### src/rtl/stopwatch_pkg.sv
// Shared types for the BCD stopwatch controller.
// State encoding, digit type and digit limit.
package stopwatch_pkg;

  typedef enum logic [1:0] {
    IDLE,
    RUN,
    PAUSED,
    LAP
  } state_t;

  typedef logic [3:0] bcd_t;

  localparam bcd_t BCD_MAX = 4'd9;

endpackage

### src/rtl/bcd_digit.sv
// One mod-10 counter digit of the stopwatch chain.
// Increments on inc, wraps 9 -> 0, flags when it sits at 9.
module bcd_digit
  import stopwatch_pkg::*;
(
  input  logic clock,
  input  logic reset,
  input  logic clr,
  input  logic inc,
  output bcd_t value,
  output logic at_max
);

  always_ff @(posedge clock) begin
    if (reset || clr) begin
      value <= '0;
    end else if (inc) begin
      value <= (value == BCD_MAX) ? '0 : value + 4'd1;
    end
  end

  assign at_max = (value == BCD_MAX);

endmodule

### src/rtl/stopwatch_ctrl.sv
// Start/stop/lap stopwatch over a chain of BCD digits.
// Prescaled tick, ripple carry, lap latch, sticky overflow.
module stopwatch_ctrl
  import stopwatch_pkg::*;
#(
  parameter int DIGITS   = 4,
  parameter int TICK_DIV = 10
) (
  input  logic                clock,
  input  logic                reset,
  input  logic                start_stop,
  input  logic                clear,
  input  logic                lap,
  output logic [4*DIGITS-1:0] digits,
  output logic                running,
  output logic                frozen,
  output logic                overflow
);

  localparam int PW = (TICK_DIV > 1) ? $clog2(TICK_DIV) : 1;
  localparam logic [PW-1:0] PMAX = PW'(TICK_DIV - 1);

  state_t              state;
  state_t              state_nx;
  logic [PW-1:0]       psc;
  logic [4*DIGITS-1:0] count;
  logic [4*DIGITS-1:0] latch;
  logic [DIGITS-1:0]   inc;
  logic [DIGITS-1:0]   at_max;
  logic                active;
  logic                tick;
  logic                load;

  always_ff @(posedge clock) begin
    if (reset) begin
      state <= IDLE;
    end else begin
      state <= state_nx;
    end
  end

  // clear > start_stop > lap
  always_comb begin
    state_nx = state;
    unique case (state)
      IDLE: begin
        if (clear)           state_nx = IDLE;
        else if (start_stop) state_nx = RUN;
      end
      RUN: begin
        if (clear)           state_nx = RUN;
        else if (start_stop) state_nx = PAUSED;
        else if (lap)        state_nx = LAP;
      end
      LAP: begin
        if (clear)           state_nx = RUN;
        else if (start_stop) state_nx = PAUSED;
        else if (lap)        state_nx = RUN;
      end
      PAUSED: begin
        if (clear)           state_nx = IDLE;
        else if (start_stop) state_nx = RUN;
      end
      default: state_nx = IDLE;
    endcase
  end

  always_comb begin
    running = (state == RUN) || (state == LAP);
    frozen  = (state == LAP);
    digits  = (state == LAP) ? latch : count;
  end

  assign active = (state == RUN) || (state == LAP);
  assign tick   = active && (psc == PMAX);
  assign load   = (state == RUN) && lap
                  && !clear && !start_stop;

  always_ff @(posedge clock) begin
    if (reset || clear) begin
      psc <= '0;
    end else if (tick) begin
      psc <= '0;
    end else if (active) begin
      psc <= psc + PW'(1);
    end
  end

  always_ff @(posedge clock) begin
    if (reset || clear) begin
      overflow <= 1'b0;
    end else if (tick && (&at_max)) begin
      overflow <= 1'b1;
    end
  end

  // latch sees the pre-increment count
  always_ff @(posedge clock) begin
    if (reset) begin
      latch <= '0;
    end else if (load) begin
      latch <= count;
    end
  end

  always_comb begin
    logic c;
    c = 1'b0;
    for (int i = 0; i < DIGITS; i++) begin
      c = tick && !clear;
      for (int j = 0; j < i; j++) begin
        c = c && at_max[j];
      end
      inc[i] = c;
    end
  end

  for (genvar g = 0; g < DIGITS; g++) begin : g_dig
    bcd_digit u_dig (
      .clock  (clock),
      .reset  (reset),
      .clr    (clear),
      .inc    (inc[g]),
      .value  (count[4*g +: 4]),
      .at_max (at_max[g])
    );
  end

endmodule

### config.mk
export PLATFORM = sky130hd
export DESIGN_NAME = stopwatch_ctrl
export DESIGN_NICKNAME = d
export VERILOG_FILES = /design/src/rtl/stopwatch_pkg.sv /design/src/rtl/bcd_digit.sv /design/src/rtl/stopwatch_ctrl.sv
export SDC_FILE = /design/constraint.sdc
export NUM_CORES = 1
export LEC_CHECK = 0
export ABC_AREA = 1
export CAP_MARGIN = 15
export CORE_UTILIZATION = 23
export DETAILED_ROUTE_END_ITERATION = 6
export SYNTH_ARGS = -nofsm -noshare
export SYNTH_HDL_FRONTEND = slang
export SYNTH_SLANG_ARGS = --single-unit
export TNS_END_PERCENT = 10
### constraint.sdc
create_clock -name clock -period 1.4 [get_ports clock]
set_clock_uncertainty 0.15 [all_clocks]
set_input_delay 0.21 -clock clock [delete_from_list [all_inputs] [get_ports clock]]
set_output_delay 0.21 -clock clock [all_outputs]
set_load 0.02 [all_outputs]
==> metrics.txt, run 1 <==
status=finished, violations left; failing checks=setup timing; Area contributors post-synth=dfxtp_1, nand2_1, o21ai_0; Routed Wire Length=5330 um; worst-skew pair later-pin latency=~0.30 ns; hold_ws=roughly 0.32 ns; VDD IR max=0.382 mV; global-route wire length before repair=8810 um; Critical Path AT=around 1.3 ns; share of the synthesized area in the top cell type=around two fifths; fin nets=~360; worst reg2reg path endpoint=g_dig[3].u_dig.value[0]; Post-Syn Instances=between 200 and 300; Clock Sinks=39; Initial Util=between 20% and 30%; H-tree lvl count=2; Slew Limit Fails=0; Final GP Congestion=between 0.8 and 0.9; Hold Path Class=reg -> reg; CTS clk-pin slew, worst paths=approximately 0.080 ns; worst slack, placed=-0.406 ns; Final HPWL DP=3620 um; fmax=621 MHz; Synth Flop Type=dfxtp_1; Port Buffers=23; Synth top cells by count=nand2_1, dfxtp_1, o21ai_0; Post-synth ARST share=0%; TritonRoute pass-1 iters=4; Worst Hold Launch=overflow; post-synthesis cell type count=26; Die ar.=between 0.008 and 0.009 mm2; Filler Cell Count=about 800; Die Height=93.4 um; Synth Cell Area=roughly 0.0019 mm2; CP max FO=8; via/cell ratio=~4.4; die width=93.4 um; worst setup margin=-0.210 ns; 1st-iter DRT viols=103; most frequent cell after synthesis=nand2_1; final setup vio count=31; routed len/inst=roughly 12 um; setup TNS=-4.06 ns; Finished Layout Cells=460; vias in the first global route=1957; FF-to-FF path depth=7; syn_nets=between 200 and 300; layout cells sized above 1=a little over a third; Hold EP=overflow; # IOs=24; pin count of the biggest net entering global routing=33; CTS tree=built; Setup crit start kind=flip-flop; total number of vias=2045; leak pwr=0.00121 uW; CTS Root Cell=clkbuf_8; area leader, netlist=dfxtp_1; cts bufs inserted=5; kind of critical path=reg -> out; maximum clock path buffer count=2; Area growth syn-to-layout=52.4%; Rel. slew slack=83.8%; Global Route Usage Sum=~13%; Inst Count DP=approximately 450; post-synthesis sequential element count=39; antenna cells=0; power per cell area=773 mW/mm2; number of remaining DRC errors=0; fin crit share=115%; Antenna Nets Post-Route=0; fin crit period=~1.6 ns; Worst Hold Path Cells=2; FF-to-FF Start=state[0]; unrepaired setup endpoints after global routing=true; Worst setup EP type=primary output; GR Overflow Total=0; Max-Cap Viols=0; Worst Path Required=1.04 ns; sequential share of the synthesized area=roughly 41%; Worst Tran Pin Value=0.241 ns; Rows=32; initial antenna violation count=0; Post-synth EDFFs=0; core region area=0.00789 mm2; reg-to-reg slack, setup=-0.13 ns; yosys warns=0; Avg Cell Area, Syn=a little under 7 um2; final hold violation count=0
[kinds of logic (layout without fill, tap and decap cells)]
kind of cell	Yosys count	count (layout)	synth area share, %
fa+ha+maj	2	2	1.30
buf+inv	42	122	9.24
compound gates	72	72	18.9
simple gates	120	120	28.6
xor+xnor	2	2	0.911
flops	39	39	40.6
mux	1	1	0.521
[per-layer routing]
metal	global-route usage [%]	wire (um)	vias to the layer above
met5	0	0	-
li1	-	-	1077
met2	23.0	2660	32
met3	2.44	217	6
met4	4.74	77	0
met1	15.1	2380	930
[sequential cells by signal, summed over array words and instances (netlist names)]
name               flops
psc                    4
g_dig.u_dig.value     16
overflow               1
state                  2
latch                 16
[worst max-delay path: stages (launching register included)]
cell and delay, ns:
dfxtp_2 0.34, nand2_2 0.06, inv_4 0.11, clkbuf_16 0.17, nand2_1 0.05, o21ai_1 0.07, buf_4 0.16
[report_power, final]
group | switching (uW) | total (uW) | internal, uW
combinational | 80.3 | 143 | 63.0
sequential | 7.64 | 1130 | 1120
clock | 416 | 993 | 577
[per-stage QoR]
stage,area (um2),utilization [%],power (uW)
floorplan,1920,-,1220
global placement,2670,33.8,1280
detailed placement,2670,33.8,1280
CTS,2820,35.7,2280
global route,2930,37.2,2360
finish,2930,37.2,2270
[cell type report]
| cell class | instances | area, um2 | share of cell area [%] |
|---|---|---|---|
| inverters | 32 | 124 | 4.23 |
| repair buffers | 82 | 689 | 23.5 |
| clock inverters | 2 | 35.0 | 1.20 |
| multi-input cells | 197 | 1090 | 37.1 |
| well taps | 102 | 128 | 4.35 |
| flip-flops and latches | 39 | 785 | 26.8 |
| clock buffers | 6 | 82.6 | 2.82 |
[worst max-delay path by stage]
| stage | start | end | slack, ns |
|---|---|---|---|
| after floorplan | state[0] | digits[12] | -0.13 |
| after global placement | state[1] | digits[0] | -0.35 |
| after detailed placement | state[1] | digits[7] | -0.41 |
| after CTS | state[1] | digits[14] | -0.21 |
| after global routing | state[1] | digits[11] | -0.28 |
| final | state[1] | digits[12] | -0.21 |
[what timing repair did]
| item | CTS | global route |
|---|---|---|
| hold buffers | 0 | 0 |
| endpoints found under the setup margin | 45 | 55 |
| gates resized for setup | 135 | 23 |
| gates cloned | 1 | 1 |
| pin swaps | 3 | 5 |
| buffers inserted | 0 | 1 |
[layout by cell type (no fill, tap or decap), drive strengths merged]
cell | synthesis | layout
buf | 6 | 76
nand2 | 67 | 67
o21ai | 42 | 42
dfxtp | 39 | 39
inv | 30 | 30
a21oi | 28 | 28
nor2 | 23 | 23
nand3 | 15 | 15
nand4 | 7 | 7
clkbuf | 4 | 7
nor3 | 6 | 6
clkdlybuf4s50 | 0 | 4
clkinv | 2 | 3
a31oi | 2 | 2
xor2 | 2 | 2
ha | 2 | 2
nand3b | 1 | 1
nor4 | 1 | 1
mux2i | 1 | 1
bufinv | 0 | 1
clkdlybuf4s15 | 0 | 1
Note: power is estimated with default switching activity, not from simulation.
==> run 2, diff against run 1 <==
--- a/config.mk
+++ b/config.mk
@@ -7,6 +7,7 @@
 export LEC_CHECK = 0
 export ABC_AREA = 1
 export CAP_MARGIN = 15
+export CORE_ASPECT_RATIO = 1.75
 export CORE_UTILIZATION = 23
 export DETAILED_ROUTE_END_ITERATION = 6
 export SYNTH_ARGS = -nofsm -noshare
==> run 2 against run 1 <==
Against the previous run: the flow still finishes with violations (setup timing); die area grew 0.16%; power increased by 2.8%; sequential power barely moved; maximum frequency grew 1.9%; largest cell class unchanged; largest power group unchanged.
==> metrics.txt, run 2 (synthesized netlist as in run 1, its figures left out) <==
status=finished, violations left; failing checks=setup timing; worst setup margin=-0.180 ns (+0.0297 ns); FF-to-FF path depth=8 (+1); layout cells sized above 1=33.5% (-1.7 points); most common cell after layout, fill and taps aside=buf_4; Top delay family on crit path=buffers and inverters; Worst setup EP type=primary output; Final GP Congestion=0.872 (+5.4%); power per cell area=804 mW/mm2 (+4.0%); Worst Path Required=1.04 ns (about the same); Critical Path AT=1.22 ns (-0.03 ns); maximum clock path buffer count=2 (unchanged); initial antenna violation count=0 (unchanged); Worst Hold Path Cells=2 (unchanged); worst reg2reg path endpoint=g_dig[2].u_dig.value[0]; Regs by FF count=g_dig.u_dig.value (16), latch (16), psc (4); Post-CTS Setup Repair Bufs=0 (unchanged); Antenna Nets Post-Route=0 (unchanged); antenna cells=0 (unchanged); reg-to-reg slack, setup=-0.10 ns (+0.03 ns); 1st-iter DRT viols=85 (-17%); post-route cell area=0.00290 mm2 (-1.2%); gr busiest metal=met2; die width=71.1 um (-24%); kind of critical path=reg -> out; leak pwr=0.00118 uW (-2.6%); CTS Root Cell=clkbuf_16; cts bufs inserted=5 (unchanged); VDD IR max=0.402 mV (+5.2%); Worst Tran Pin Value=0.328 ns (+0.0878 ns); final setup vio count=29 (-6.5%); Clock Sinks=39 (unchanged); Final HPWL DP=3760 um (+3.8%); met1 GRT Util=12.9% (-2.3 points); number of remaining DRC errors=0 (unchanged); CP max stage delay=0.33 ns (about the same); TritonRoute pass-1 iters=6 (+2); Max-Cap Viols=0 (unchanged); Hold EP=overflow; Rel. slew slack=77.9% (-5.9 points); via/cell ratio=4.60 (+3.6%); CTS clk-pin slew, worst paths=0.05 ns (-0.03 ns); met3 usage=2.20% (-0.24 points); Global Route Usage Sum=13.0% (+0.12 points); crit-path cells=nand2_2, inv_4, clkbuf_16, nand2_1, o21ai_1, buf_4; Rows=43 (+34%); Slew Limit Fails=0 (unchanged); Area growth syn-to-layout=50.7%; Port Buffers=23 (unchanged); Die ar.=0.00875 mm2 (+0.16%); slowest CP cell=dfxtp_2; # IOs=24 (unchanged); pin count of the biggest net entering global routing=33 (unchanged); CTS tree=built; Worst Hold Launch=overflow; total number of vias=2049 (+0.20%); fin crit share=113% (-2.1 points); global-route wire length before repair=8760 um (-0.62%); FF-to-FF Start=state[0]; Critical Path Stages=6 (unchanged); Hold Path Class=reg -> reg; Setup crit start kind=flip-flop; CP max FO=8 (unchanged); post-layout util=36.1% (-1.0 points); GR Overflow Total=0 (unchanged); fin crit period=1.58 ns (-0.0297 ns); core region area=0.00802 mm2 (+1.6%); final hold violation count=0 (unchanged); dpl cell area=0.00267 mm2 (about the same); worst-skew pair later-pin latency=0.29 ns (about the same); met2 GRT Util=24.8% (+1.8 points); Die Height=123 um (+32%); fmax=633 MHz (+1.9%); most frequent cells in the layout=buf_4, nand2_1, dfxtp_1; Initial Util=24.0% (-0.39 points); CP Buf/Inv Count=3 (unchanged); fin nets=363 (-0.27%); vias in the first global route=2059 (+5.2%); unrepaired setup endpoints after global routing=true; routed len/inst=11.8 um (+2.2%); H-tree lvl count=2 (unchanged); Routed Wire Length=5270 um (-1.2%)
[run 2: timing repair]
action / 4_1_cts / 5_1_grt
cloned: 1 / 1
setup endpoints to repair: 46 / 54
hold buffers: 0 / 0
pin swaps: 4 / 1
resized for setup: 142 / 15
[run 2: routing by layer]
metal | wire [um] | up-vias
met2 | 2900 | 25
met1 | 2090 | 944
met4 | 139 | 0
met5 | 0 | -
li1 | - | 1074
met3 | 132 | 6
[run 2: final cells by class]
class                   count  area [um2]
repair buffers             81         707
well taps                  90         113
flip-flops and latches     39         783
multi-input cells         197        1040
inverters                  32         124
clock buffers               6         129
fillers                   834        5120
[run 2: worst max-delay path by stage]
stage | startpoint | end | slack [ns]
CTS | state[1] | digits[11] | -0.23
detailed placement | state[1] | digits[3] | -0.40
global placement | state[1] | digits[3] | -0.40
global route | state[0] | digits[2] | -0.25
floorplan | state[0] | digits[12] | -0.13
finish | state[1] | digits[2] | -0.18
[run 2: worst register-to-register path, delay by kind of cell (launching register included)]
family,cells,cell delay (ns)
buffers and inverters,2,0.32
DFF,1,0.33
and+or+nand+nor,6,0.64
[run 2: report_power, final]
group          switching (uW)  internal, uW
Sequential               7.35          1130
Combinational            77.6          60.7
Clock                     419           640
Total                     504          1830
[run 2: through the flow]
stage,power [uW],worst slack (ns),setup TNS (ns),hold slack (ns),instances
3_3_place_gp,1280,-0.395,-14.04,0.289,437
6_report,2330,-0.180,-3.34,0.304,445
5_1_grt,2420,-0.248,-7.49,0.340,445
4_1_cts,2360,-0.227,-4.45,0.310,444
3_5_place_dp,1280,-0.396,-16.08,0.296,437
2_1_floorplan,1220,-0.130,-1.55,0.227,278
==> run 3, diff against run 2 <==
--- a/config.mk
+++ b/config.mk
@@ -6,10 +6,11 @@
 export NUM_CORES = 1
 export LEC_CHECK = 0
 export ABC_AREA = 1
-export CAP_MARGIN = 15
+export CAP_MARGIN = 20
 export CORE_ASPECT_RATIO = 1.75
 export CORE_UTILIZATION = 23
 export DETAILED_ROUTE_END_ITERATION = 6
+export GPL_TIMING_DRIVEN = 1
 export SYNTH_ARGS = -nofsm -noshare
 export SYNTH_HDL_FRONTEND = slang
 export SYNTH_SLANG_ARGS = --single-unit
==> results of run 3 <==
Final layout, timing and power as in run 2 (identical DEF).
